## src/rtl/siu_dmu_out_sched.sv

```systemverilog
// SIU->DMU outbound scheduler: round-robin between two sources, serialises each packet
// as one header plus optional four payload beats, and tracks DMU packet credits.
module siu_dmu_out_sched #(
  parameter int CREDITS = 8,
  parameter int CW      = 4
) (
  input  logic           iol2clk,
  input  logic           rst_l,
  input  logic           sched_en,
  input  logic           req0_vld,
  input  logic [127:0]   req0_hdr,
  input  logic           req0_has_data,
  input  logic [511:0]   req0_pay,
  output logic           req0_ack,
  input  logic           req1_vld,
  input  logic [127:0]   req1_hdr,
  input  logic           req1_has_data,
  input  logic [511:0]   req1_pay,
  output logic           req1_ack,
  input  logic           dmu_sio_credit_ret,
  output logic           sio_dmu_hdr_vld,
  output logic           sio_dmu_datareq,
  output logic [127:0]   sio_dmu_data,
  output logic [7:0]     sio_dmu_parity,
  output logic           credit_err,
  output logic           sched_busy
);

  typedef enum logic {ST_IDLE = 1'b0, ST_PAY = 1'b1} state_e;

  state_e          state_q, state_d;
  logic [1:0]      bcnt_q, bcnt_d;
  logic            sel_q, sel_d;
  logic            last_gnt_q, last_gnt_d;
  logic [CW-1:0]   credits_q, credits_d;
  logic            hdr_vld_q, hdr_vld_d;
  logic            datareq_q, datareq_d;
  logic [127:0]    data_q, data_d;
  logic [7:0]      parity_q, parity_d;
  logic            credit_err_q, credit_err_d;

  logic            grant_s;
  logic            win_s;
  logic [127:0]    win_hdr_s;
  logic            win_has_data_s;
  logic [511:0]    sel_pay_s;
  logic [127:0]    beat_s;
  logic            pay_done_s;
  logic            credit_full_s;

  function automatic logic [7:0] lane_parity(input logic [127:0] word);
    logic [7:0] p;
    p = 8'd0;
    for (int i = 0; i < 8; i++) begin
      p[i] = ^word[16*i +: 16];
    end
    return p;
  endfunction

  assign credit_full_s = (credits_q == CW'(CREDITS));
  assign sel_pay_s     = sel_q ? req1_pay : req0_pay;
  assign beat_s        = sel_pay_s[{bcnt_q, 7'd0} +: 128];

  // Arbitration: a lone requester wins; on a tie the source not granted last time wins.
  always_comb begin
    win_s          = 1'b0;
    win_hdr_s      = req0_hdr;
    win_has_data_s = req0_has_data;
    if (req0_vld && req1_vld) begin
      win_s = ~last_gnt_q;
    end else if (req1_vld) begin
      win_s = 1'b1;
    end else begin
      win_s = 1'b0;
    end
    if (win_s) begin
      win_hdr_s      = req1_hdr;
      win_has_data_s = req1_has_data;
    end else begin
      win_hdr_s      = req0_hdr;
      win_has_data_s = req0_has_data;
    end
  end

  // rst_l gating keeps acks quiet during a synchronous reset cycle.
  assign grant_s    = rst_l && (state_q == ST_IDLE) && sched_en &&
                      (credits_q != '0) && (req0_vld || req1_vld);
  assign pay_done_s = rst_l && (state_q == ST_PAY) && (bcnt_q == 2'd3);

  assign req0_ack = (grant_s && !win_s && !win_has_data_s) || (pay_done_s && !sel_q);
  assign req1_ack = (grant_s &&  win_s && !win_has_data_s) || (pay_done_s &&  sel_q);

  // Next-state: FSM, beat counter, latched winner and round-robin pointer.
  always_comb begin
    state_d    = state_q;
    bcnt_d     = bcnt_q;
    sel_d      = sel_q;
    last_gnt_d = last_gnt_q;
    case (state_q)
      ST_IDLE: begin
        if (grant_s) begin
          last_gnt_d = win_s;
          sel_d      = win_s;
          bcnt_d     = 2'd0;
          if (win_has_data_s) begin
            state_d = ST_PAY;
          end else begin
            state_d = ST_IDLE;
          end
        end else begin
          state_d = ST_IDLE;
        end
      end
      ST_PAY: begin
        bcnt_d = bcnt_q + 2'd1;
        if (bcnt_q == 2'd3) begin
          state_d = ST_IDLE;
        end else begin
          state_d = ST_PAY;
        end
      end
      default: begin
        state_d = ST_IDLE;
        bcnt_d  = 2'd0;
      end
    endcase
  end

  // Output datapath: header on grant, payload beat during PAY, zeros otherwise.
  always_comb begin
    hdr_vld_d = 1'b0;
    datareq_d = 1'b0;
    data_d    = 128'd0;
    parity_d  = 8'd0;
    if (grant_s) begin
      hdr_vld_d = 1'b1;
      datareq_d = win_has_data_s;
      data_d    = win_hdr_s;
      parity_d  = 8'd0;
    end else if (state_q == ST_PAY) begin
      hdr_vld_d = 1'b0;
      datareq_d = 1'b0;
      data_d    = beat_s;
      parity_d  = lane_parity(beat_s);
    end else begin
      hdr_vld_d = 1'b0;
      datareq_d = 1'b0;
      data_d    = 128'd0;
      parity_d  = 8'd0;
    end
  end

  // Credit counter: a return at full saturates and flags an error.
  always_comb begin
    credits_d    = credits_q;
    credit_err_d = dmu_sio_credit_ret && credit_full_s;
    if (grant_s && !dmu_sio_credit_ret) begin
      credits_d = credits_q - CW'(1);
    end else if (!grant_s && dmu_sio_credit_ret && !credit_full_s) begin
      credits_d = credits_q + CW'(1);
    end else begin
      credits_d = credits_q;
    end
  end

  // State and output registers with synchronous active-low reset.
  always_ff @(posedge iol2clk) begin
    if (!rst_l) begin
      state_q      <= ST_IDLE;
      bcnt_q       <= 2'd0;
      sel_q        <= 1'b0;
      last_gnt_q   <= 1'b1;
      credits_q    <= CW'(CREDITS);
      hdr_vld_q    <= 1'b0;
      datareq_q    <= 1'b0;
      data_q       <= 128'd0;
      parity_q     <= 8'd0;
      credit_err_q <= 1'b0;
    end else begin
      state_q      <= state_d;
      bcnt_q       <= bcnt_d;
      sel_q        <= sel_d;
      last_gnt_q   <= last_gnt_d;
      credits_q    <= credits_d;
      hdr_vld_q    <= hdr_vld_d;
      datareq_q    <= datareq_d;
      data_q       <= data_d;
      parity_q     <= parity_d;
      credit_err_q <= credit_err_d;
    end
  end

  assign sio_dmu_hdr_vld = hdr_vld_q;
  assign sio_dmu_datareq = datareq_q;
  assign sio_dmu_data    = data_q;
  assign sio_dmu_parity  = parity_q;
  assign credit_err      = credit_err_q;
  assign sched_busy      = (state_q == ST_PAY);

endmodule
```

## config.mk

```make
export PLATFORM = sky130hd
export DESIGN_NAME = siu_dmu_out_sched
export DESIGN_NICKNAME = d
export VERILOG_FILES = /design/src/rtl/siu_dmu_out_sched.sv
export SDC_FILE = /design/constraint.sdc
export NUM_CORES = 1
export LEC_CHECK = 0
export BUFFER_PORTS_ARGS = -buffer_cell sky130_fd_sc_hd__buf_2
export CAP_MARGIN = 20
export CORE_AREA = 2 2 557 559
export CTS_CLUSTER_DIAMETER = 120
export DETAILED_ROUTE_END_ITERATION = 16
export DIE_AREA = 0 0 559 561
export PLACE_DENSITY_LB_ADDON = 0.08
export SETUP_SLACK_MARGIN = 0.3
export SLEW_MARGIN = 0
export SYNTH_ARGS = -nofsm -noshare
export SYNTH_HDL_FRONTEND = slang
export SYNTH_SLANG_ARGS = --single-unit
```

## constraint.sdc

```tcl
create_clock -name iol2clk -period 3.5 [get_ports iol2clk]
set_clock_uncertainty 0.2 [all_clocks]
set_input_delay 0.35 -clock iol2clk [delete_from_list [all_inputs] [get_ports iol2clk]]
set_output_delay 0.35 -clock iol2clk [all_outputs]
set_load 0.02 [all_outputs]
```

---- Word-level counts from Yosys, hierarchy flattened ----
Cells that the tools add are included.
storage, ports and cells
  bits in registers ....................... 148
  word-level logic and storage cells ...... 75
  output and inout port bits .............. 142
  input bits .............................. 1288
operators by class
  equality and inequality tests ........... 3
  bitwise logic cells ..................... 3
  reduce and logical (&&, ||, !) cells .... 39
  muxes and demuxes ....................... 16
  shift operators ......................... 1
  add/sub/neg operators ................... 3
operator list
  cell                   count
  $mux W512              1
  $shiftx A512 B10 Y128  1
  $mux W128              3
  $reduce_xor A16 Y1     8
  $logic_and A1 B1 Y1    17
  $mux W4                2
  $mux W1                7
  $logic_not A1 Y1       6
  $add A4 B1 Y4 const B  1
  $eq A4 B4 Y1 const B   1
  $pmux W2 S2            1
  $reduce_and A2 Y1      2
  $reduce_bool A4 Y1     1
  $sub A4 B1 Y4 const B  1
  $logic_or A1 B1 Y1     3
  $not A1 Y1             3
  $reduce_or A3 Y1       1
  $add A2 B1 Y2 const B  1
  $eq A2 B2 Y1 const B   1
  $mux W2                1
  $ne A2 B2 Y1 const B   1
  $pmux W1 S2            1
  $reduce_bool A2 Y1     1

---- Longest topological paths before layout ----
Gate-level depths: netlist of run 1.
  word-level depth ........................ 10
  depth in mapped cells ................... 12

---- Worst setup path after synthesis of run 1 ----
OpenSTA, ideal clock, no wires.
  kind .................................... reg-to-reg
  start point ............................. reg credits_q[0]
  end point ............................... reg credits_q[2]
  setup slack ............................. 0.641 ns
  clock period less this slack ............ 2.859 ns
  buffers on the path ..................... 2
  stages on the path, launching flop included .. 12
  data arrival time ....................... 2.544 ns
  data required time ...................... 3.185 ns
  cell sequence ........................... dfxtp_1 > or3_1 > o21ai_0 > clkbuf_1 > clkbuf_1 > nor2_1 > xor2_1 > ha_1 > nor4_1 > o21ai_0 > xnor2_1 > and2_1
between the ends
  cells in the longest elaborated chain, start to end .. 7
  elaborated cells on any way between the ends .. 14
RTL lines
  item                                                   line  text
  start, declared                                        35    logic [CW-1:0] credits_q, credits_d;
  start signal, assigned                                 173   credits_q <= CW'(CREDITS);
  start signal, assigned                                 184   credits_q <= credits_d;
  branches (longest 7 deep; another with $add A4 B1 Y4)  n/a
Parallel ways; which one is timed is not known. The select of a mux whose other input is x is not followed.
A chain may end at the register's enable or synchronous reset.

---- Worst setup path in the final report of run 1 ----
  start point ............................. reg sel_q
  end point ............................... reg parity_q[3] (netlist: sio_dmu_parity[3])
between the ends
  cells in the longest elaborated chain, start to end .. 3
RTL lines
  item                    line  text
  start, declared         33    logic sel_q, sel_d;
  start signal, assigned  182   sel_q <= sel_d;
  $mux W512               61    assign sel_pay_s = sel_q ? req1_pay : req0_pay;
  $shiftx A512 B10 Y128   62    assign beat_s = sel_pay_s[{bcnt_q, 7'd0} +: 128];
  $reduce_xor A16 Y1      55    p[i] = ^word[16*i +: 16];
  end signal, assigned    188   parity_q <= parity_d;
  end, declared           39    logic [7:0] parity_q, parity_d;
Every way passes these cells.

==> flow_summary.toml, run 1 <==
[timing]
rsz0062_at_grt = "true"
fmax_ghz = 0.320
slew_headroom = 0.426
period_share = 0.894
tightest_slew_ns = 0.861
layout_min_cycle_time_ns = 3.13
hold_slack_ns = 0.0600
final-hold-violation-count = 0
fin_ws_ns = 0.372
finalMaxSlewViolations = 0
finalSetupViolCount = 0

[logic_synthesis]
syn_nets = 2614
syn_area_per_cell_um2 = 11.2
synth_area_leader_cell = "mux4_2"
synth_top_family_by_area = "multiplexers"
synth.most_common_cell = "mux4_2"
synthCells = 1324
yosys_warnings = 0
synth_xor_area_frac = 0.0733
yosys-top-cells-area = "mux4_2 39%, dfxtp_1 20%, mux2i_1 7.7%"
synthTopCellsByCount = "256 x mux4_2, 159 x nand2_1, 148 x a21oi_1, 148 x dfxtp_1, 114 x mux2i_1"
synth_edf_count = 0
ys_seq_elements = 148
synth_top_area_frac = 0.389
yosysSeqAreaShare = 0.200
yosysUniqueCellTypes = 31
synth_area_um2 = 14800
synth-async-reset-ratio = 0
synth.area.mux_share = 0.521
synth_compound_area_frac = 0.0783
ys.flop_type = "dfxtp_1"
synthSimpleGateAreaFrac = 0.0797
synth-adder-area-share = 0.00169

[final_layout]
fin_area_um2 = 31300
seq_area_um2 = 2980
final_nets = 4204
fillers = 35900
fin_util = 0.102
area_delta_synth_final_pct = 111
multiInputGateArea_um2 = 12000
final_layout_size_suffix_gt1_frac = 0.715

[clocking]
tritoncts = "yes"
cts_inserted_buffers = 25
clk_pin_slew_ns = 0.10
clock-sinks = 148
cts-root-buf = "clkbuf_16"
htree_levels = 4
clk_latency_ns = 0.57
clockBufferDepth = 3

[die]
ios = 1430
dieArea_um2 = 314000
start_util = 0.0482
die_h_um = 561
core_um2 = 308000
fp.dieW_um = 559
row_count = 204

[worst_setup_path]
crit_type = "flip-flop to flip-flop"
arrival_ns = 3.39
critPathMaxFanout = 7
cp.required_ns = 3.77
start_kind = "flip-flop"
crit_path_end_kind = "flip-flop"

[detailed_routing]
dr.pass1.iters = 5
avgRoutedWirePerCell_um = 36.3
via_count = 20500
antenna_left = 0
drc = 0
wirelength_um = 259000
drt-initial-drc-count = 999
vias_per_cell = 2.87

[pwr]
p_leak_nw = 12.7
power_density_nw_per_um2 = 338
peakVddDrop_v = 0.000288

[placed_design]
dpl_cell_area_um2 = 28200
dp_slack_ns = -0.307
place_congestion = 0.822
dp_hpwl_um = 233000
port_buffers = 1429

[hold_path]
worstHoldPathType = "primary input to flip-flop"

[global_routing]
grt_pass1_wl_um = 309000
antenna_found_initial = 374
grt_overflow_total = 0
grt_pass1_vias = 21600
grt_use_total = 0.159
grt_max_degree = 59

[run_status]
status = "complete, no violations"

[job]
cap_violations = 0
layout by cell type (no fill, tap or decap), types with 26 or more instances in the layout:
cell and n:
a21oi_1 148, buf_12 45, buf_2 1428, buf_4 134
clkbuf_16 29, dfxtp_1 144, diode_2 81, dlygate4sd3_1 54
mux2_2 57, mux2i_1 85, mux4_2 256, nand2_1 157
nor2b_1 74, o22ai_1 55, xnor2_1 49, xnor2_2 26
area by class of cell:
type	count	area share
antenna	81	0.00647
clock buffer	31	0.0227
clock inverter	2	0.00112
inverter	3	0.000360
multi-input combinational	1038	0.382
sequential	148	0.0951
tap	4120	0.165
timing repair buffer	1698	0.328
timing repair:
action	4_1_cts	5_1_grt
setup endpoints to repair	9	8
endpoints found under the hold margin	32	0
resized for setup	92	65
buffers inserted	28	16
hold buffers	54	0
cloned	7	3
pin swaps	10	16
registers in the layout, summed over array words and instances (netlist names), 2 cells and up:
signal / cells
sio_dmu_data: 128
sio_dmu_parity: 8
credits_q: 4
bcnt_q: 2
through the flow:
stage | TNS [ns] | cells | power (W)
after CTS | 0 | 7021 | 0.0109
after global placement | -2.98 | 6890 | 0.00760
after floorplan | 0 | 1324 | 0.00427
after detailed placement | -0.717 | 6899 | 0.00755
after global routing | 0 | 7053 | 0.0113
final | 0 | 7121 | 0.0106
worst max-delay path, stage by stage (launching register included):
cell	delay (ns)
dfxtp_4	0.41
buf_6	0.12
buf_16	0.14
buf_12	0.14
clkbuf_16	0.14
mux4_2	0.48
mux2_4	0.30
xnor2_2	0.14
buf_4	0.15
xnor2_4	0.20
buf_6	0.17
xnor2_2	0.08
xnor2_1	0.14
nor2b_2	0.15
final timing paths:
check,startpoint,to,slack [ns],depth (start not counted)
worst max register to register,sel_q,sio_dmu_parity[3],0.37,13
worst min-delay path,req1_hdr[93],sio_dmu_data[93],0.06,3
worst min register to register,last_gnt_q,last_gnt_q,0.30,2
worst max-delay path,sel_q,sio_dmu_parity[3],0.37,13
per-layer routing:
layer | wire, um | track usage | share of wire
met1 | 96500 | 0.175 | 0.37
met2 | 131000 | 0.295 | 0.51
met3 | 25500 | 0.0637 | 0.098
met4 | 4450 | 0.0126 | 0.017
met5 | 1100 | 0 | 0.0043
report_power, final:
part           total (W)  internal (W)  switching, W
clock            0.00275       0.00149       0.00125
combinational    0.00590       0.00271       0.00319
sequential       0.00193       0.00184     0.0000865
total             0.0106       0.00605       0.00453
kinds of logic (layout without fill, tap and decap cells):
group / count (synthesis) / count (layout)
AND/OR/NAND/NOR: 258 / 258
adder cells (fa/ha/maj): 2 / 2
buffers and inverters: 138 / 1734
XOR/XNOR: 121 / 121
flip-flops: 148 / 148
other: 0 / 81
AO/OA/AOI/OAI: 214 / 214
multiplexers: 443 / 443
Power figures use the tool's default switching activity.
==> inputs of run 2 (changes only) <==
==> constraint.sdc (replaced) <==
create_clock -name iol2clk -period 3.5 [get_ports iol2clk]
set_clock_uncertainty 0.2 [all_clocks]
set_input_delay 0.7 -clock iol2clk [delete_from_list [all_inputs] [get_ports iol2clk]]
set_output_delay 0.7 -clock iol2clk [all_outputs]
set_load 0.02 [all_outputs]
==> flow_summary.toml, run 2 (synthesized netlist as in run 1, its figures left out) <==
[run_status]
status = "complete, no violations"

[clocking]
cts-root-buf = "clkbuf_16"
clockBufferDepth = 3
htree_levels = 4
tritoncts = "yes"
clk_pin_slew_ns = 0.10
cts_inserted_buffers = 25
clock-sinks = 148
clk_latency_ns = 0.59

[die]
fp.dieW_um = 559
core_um2 = 308000
die_h_um = 561
row_count = 204
ios = 1430
start_util = 0.0482
dieArea_um2 = 314000

[timing]
layout_min_cycle_time_ns = 3.28
hold_slack_ns = 0.196
period_share = 0.938
finalSetupViolCount = 0
tightest_slew_ns = 0.831
fmax_ghz = 0.305
slew_headroom = 0.446
final-hold-violation-count = 0
setup_tns_ns = 0
finalMaxSlewViolations = 0
rsz0062_at_grt = "true"
fin_ws_ns = 0.218

[worst_setup_path]
slowest_stage = "mux4_2"
cp_slowest_stage_delay_ns = 0.49
crit_type = "flip-flop to flip-flop"
worstReg2RegStart = "sel_q"
worstSetupStartpoint = "sel_q"
start_kind = "flip-flop"
crit_path_end_kind = "flip-flop"
crit_buf_inv = 4
arrival_ns = 3.51
cp.required_ns = 3.73
rrSetupSlack_ns = 0.22
worstPathCellList = "buf_12 > buf_12 > buf_16 > buf_8 > mux4_2 > mux2_4 > xor2_2 > xnor2_2 > xnor2_1 > xnor2_1 > nor2_1"
critPathMaxFanout = 7
critPathTopFamily = "multiplexers"

[global_routing]
grt_max_degree = 56
grt_pass1_vias = 21100
antenna_found_initial = 361
grt_use_total = 0.157
grt_overflow_total = 0
grt_pass1_wl_um = 303000

[detailed_routing]
vias_per_cell = 2.89
antenna_left = 0
dr.pass1.iters = 5
drt-initial-drc-count = 1311
via_count = 20400
avgRoutedWirePerCell_um = 36.1
wirelength_um = 255000
drc = 0

[placed_design]
dp_hpwl_um = 228000
port_buffers = 1429
place_congestion = 0.865
dp_slack_ns = -0.361
dpl_cell_area_um2 = 28200

[hold_path]
min_from = "req1_hdr[24]"
worstHoldPathType = "primary input to flip-flop"

[pwr]
power_density_nw_per_um2 = 335
peakVddDrop_v = 0.000296
p_leak_nw = 12.4

[final_layout]
mostFrequentLayoutCell = "buf_2"
final_layout_size_suffix_gt1_frac = 0.727
final_nets = 4152
fillers = 35900
layout_common_cells = "1,428 x buf_2, 256 x mux4_2, 157 x nand2_1, 148 x a21oi_1, 145 x buf_4"
largest_reg_flops = 128
area_delta_synth_final_pct = 107
fin_area_um2 = 30600

[job]
cap_violations = 0
==> run 2: changes by cell type in the layout (fill, tap and decap cells not counted), sizes merged <==
cell | previous run | this run
diode | 81 | 75
inv | 3 | 5
dlygate4sd3 | 54 | 0
clkinv | 1 | 2
clkbuf | 34 | 28
bufinv | 1 | 0
clkinvlp | 0 | 2
buf | 1637 | 1641
==> run 2: worst register-to-register path, stage by stage, from the launching register on <==
cell     delay, ns
dfxtp_4       0.41
buf_12        0.17
buf_12        0.16
buf_16        0.13
buf_8         0.15
mux4_2        0.49
mux2_4        0.44
xor2_2        0.23
xnor2_2       0.35
xnor2_1       0.18
xnor2_1       0.14
nor2_1        0.07
==> run 2: where the power goes <==
part	total (W)	switching [W]	internal [W]
Clock	0.00256	0.00123	0.00134
Combinational	0.00576	0.00320	0.00256
Sequential	0.00194	0.0000928	0.00185
Total	0.0103	0.00452	0.00574
==> run 2: metal layers <==
layer,track usage,part of all wire,wire (um)
met5,0,0.0045,1150
met4,0.0180,0.017,4430
met3,0.0686,0.10,26000
met2,0.283,0.50,128000
met1,0.173,0.38,95600
==> run 2: repair_timing <==
action	in CTS	in global routing
pin swaps	21	16
cloned	7	1
setup buffers	33	28
hold buffers	0	0
endpoints found under the setup margin	10	9
gates resized for setup	101	28
endpoints found under the hold margin	0	0
==> run 2: final timing paths <==
path / to / cells after the start
min: sio_dmu_data[24] / 3
max: sio_dmu_parity[2] / 11
min reg2reg: credit_err / 2
max reg2reg: sio_dmu_parity[2] / 11
==> run 2: through the flow <==
stage,total power (W),instances,util
after floorplan,0.00427,1324,-
after global placement,0.00759,6885,0.0916
after detailed placement,0.00753,6886,0.0916
after CTS,0.0107,6959,0.0977
after global routing,0.0110,6997,0.0991
final,0.0103,7063,0.0996
==> run 2: cell type report <==
type | count | area [um2] | share of cell area
well taps | 4120 | 5150 | 0.168
diodes | 75 | 188 | 0.00612
repair buffers | 1646 | 9690 | 0.316
inverters | 3 | 11.3 | 0.000367
flip-flops and latches | 148 | 2980 | 0.0972
clock buffers | 27 | 653 | 0.0213
clock inverters | 6 | 40.0 | 0.00131
multi-input cells | 1038 | 11900 | 0.389
==> inputs of run 3 (changes only) <==
==> constraint.sdc (replaced) <==
create_clock -name iol2clk -period 3.25 [get_ports iol2clk]
set_clock_uncertainty 0.2 [all_clocks]
set_input_delay 0.65 -clock iol2clk [delete_from_list [all_inputs] [get_ports iol2clk]]
set_output_delay 0.65 -clock iol2clk [all_outputs]
set_load 0.02 [all_outputs]
==> flow_summary.toml, run 3 (synthesized netlist as in run 1, its figures left out) <==
[detailed_routing]
drc = 0
avgRoutedWirePerCell_um = 36.0
wirelength_um = 255000
dr.pass1.iters = 4
via_count = 20400
drt-initial-drc-count = 1155
antenna_left = 0
vias_per_cell = 2.88

[pwr]
sw_frac_of_total = 0.434
switching_power_w = 0.00508
p_int_w = 0.00663
peakVddDrop_v = 0.000325
clkPwrFrac = 0.249
total_power_w = 0.0117
comb_power_share = 0.573
p_leak_nw = 12.7
seqPwrFrac = 0.178
power_density_nw_per_um2 = 371

[worst_setup_path]
crit_type = "flip-flop to flip-flop"
crit_buf_inv = 4
rr_worst_depth = 11
critPathMaxFanout = 7
worstPathCellList = "buf_12 > buf_16 > buf_4 > buf_16 > mux4_2 > mux2_2 > xnor2_2 > xnor2_1 > xnor2_1 > xnor2_1 > nor2_1"
start_kind = "flip-flop"
cp_slowest_stage_delay_ns = 0.58
worstReg2RegStart = "sel_q"
cp.required_ns = 3.48
crit_top_cell = "xnor2_1"
critPathTopFamily = "multiplexers"
crit_path_end_kind = "flip-flop"
rr_endpoint = "sio_dmu_parity[7]"
arrival_ns = 3.41
slowest_stage = "mux4_2"
rrSetupSlack_ns = 0.07

[timing]
layout_min_cycle_time_ns = 3.18
fin_ws_ns = 0.0673
final-hold-violation-count = 0
fmax_ghz = 0.314
rsz0062_at_grt = "true"
finalMaxSlewViolations = 0
slew_headroom = 0.468
period_share = 0.979
tightest_slew_ns = 0.799
finalSetupViolCount = 0

[global_routing]
grt_pass1_vias = 21300
grt_use_total = 0.156
grt_overflow_total = 0
grt_max_degree = 44
antenna_found_initial = 370
grt_pass1_wl_um = 303000

[final_layout]
fin_cells = 7087
fillers = 35800
final_layout_size_suffix_gt1_frac = 0.742
final_nets = 4180
mostFrequentLayoutCell = "buf_2"
largest_reg_flops = 128
layout_common_cells = "1,423 x buf_2, 256 x mux4_2, 156 x nand2_1, 147 x a21oi_1, 147 x buf_4"
area_delta_synth_final_pct = 113

[die]
ios = 1430
row_count = 204
die_h_um = 561
dieArea_um2 = 314000
fp.dieW_um = 559
start_util = 0.0482
core_um2 = 308000

[clocking]
clk_pin_slew_ns = 0.11
cts-root-buf = "clkbuf_16"
cts_inserted_buffers = 25
tritoncts = "yes"
clockBufferDepth = 3
clock-sinks = 148
clk_latency_ns = 0.60
htree_levels = 4

[placed_design]
dp_slack_ns = -0.652
dp_hpwl_um = 231000
placed_cells = 6925
port_buffers = 1429
place_congestion = 0.842

[hold_path]
worstHoldPathType = "primary input to flip-flop"
min_from = "req1_hdr[24]"
hold_path_end = "sio_dmu_data[24]"
whs_path_depth = 3

[job]
cap_violations = 0

[run_status]
status = "complete, no violations"
## run 3: cell count changes in the layout (fill, tap and decap cells not counted), sizes merged
cell,before,now
clkinvlp,2,1
inv,5,3
clkbuf,28,36
diode,75,71
clkinv,2,1
bufbuf,4,2
buf,1641,1667
## run 3: layout make-up
class | count | area (um2) | share of cell area
Antenna cell | 71 | 178 | 0.00563
Clock buffer | 31 | 709 | 0.0225
Clock inverter | 2 | 16.3 | 0.000516
Inverter | 3 | 11.3 | 0.000357
Multi-Input combinational cell | 1038 | 12300 | 0.390
Sequential cell | 148 | 2990 | 0.0946
Tap cell | 4120 | 5150 | 0.163
Timing Repair Buffer | 1674 | 10200 | 0.323
## run 3: routing by layer
| layer | wire length (um) | track usage | vias to the layer above |
|---|---|---|---|
| met1 | 96600 | 0.172 | 9905 |
| met5 | 1070 | 0 | - |
| met4 | 4340 | 0.0130 | 162 |
| li1 | - | - | 8348 |
| met2 | 129000 | 0.288 | 1462 |
| met3 | 24000 | 0.0645 | 553 |
## run 3: worst max-delay path by stage
| stage | slack (ns) | start | end | depth (start not counted) |
|---|---|---|---|---|
| final | 0.07 | sel_q | sio_dmu_parity[7] | 11 |
| after global routing | -0.09 | sel_q | sio_dmu_parity[7] | 10 |
| after CTS | -0.08 | sel_q | sio_dmu_parity[3] | 10 |
| after detailed placement | -0.65 | sel_q | sio_dmu_parity[7] | 9 |
| after global placement | -1.71 | sel_q | sio_dmu_parity[3] | 8 |
| after floorplan | 0.32 | req1_vld | req0_ack | 7 |
## run 3: what timing repair did
action                     in CTS  in global routing
setup buffers                  26                 20
setup endpoints to repair      10                 11
cloned                          6                  6
gates resized for setup       124                 62
hold buffers                    0                  0
pin swaps                      22                 30
## run 3: worst min-delay path, delay by kind of cell
family	cells	cell delay, ns
compound gates	1	0.12
buf+inv	1	0.07
mux	1	0.06
## run 3: power by group through the flow
stage / Combinational (W) / Sequential, W / Clock (W)
3_5_place_dp: 0.00631 / 0.00215 / 0
4_1_cts: 0.00682 / 0.00210 / 0.00316
3_3_place_gp: 0.00633 / 0.00216 / 0
5_1_grt: 0.00722 / 0.00211 / 0.00315
6_report: 0.00671 / 0.00209 / 0.00291
2_1_floorplan: 0.00232 / 0.00229 / 0
## run 3: metrics by stage
| stage | setup TNS (ns) | hold WS [ns] | utilization | cell area, um2 |
|---|---|---|---|---|
| 2_1_floorplan | 0 | 0.241 | - | 14800 |
| 3_3_place_gp | -7.90 | 0.273 | 0.0932 | 28700 |
| 3_5_place_dp | -2.55 | 0.268 | 0.0935 | 28800 |
| 4_1_cts | -0.132 | 0.0724 | 0.0996 | 30600 |
| 5_1_grt | -0.329 | 0.0955 | 0.102 | 31400 |
| 6_report | 0 | 0.143 | 0.103 | 31500 |
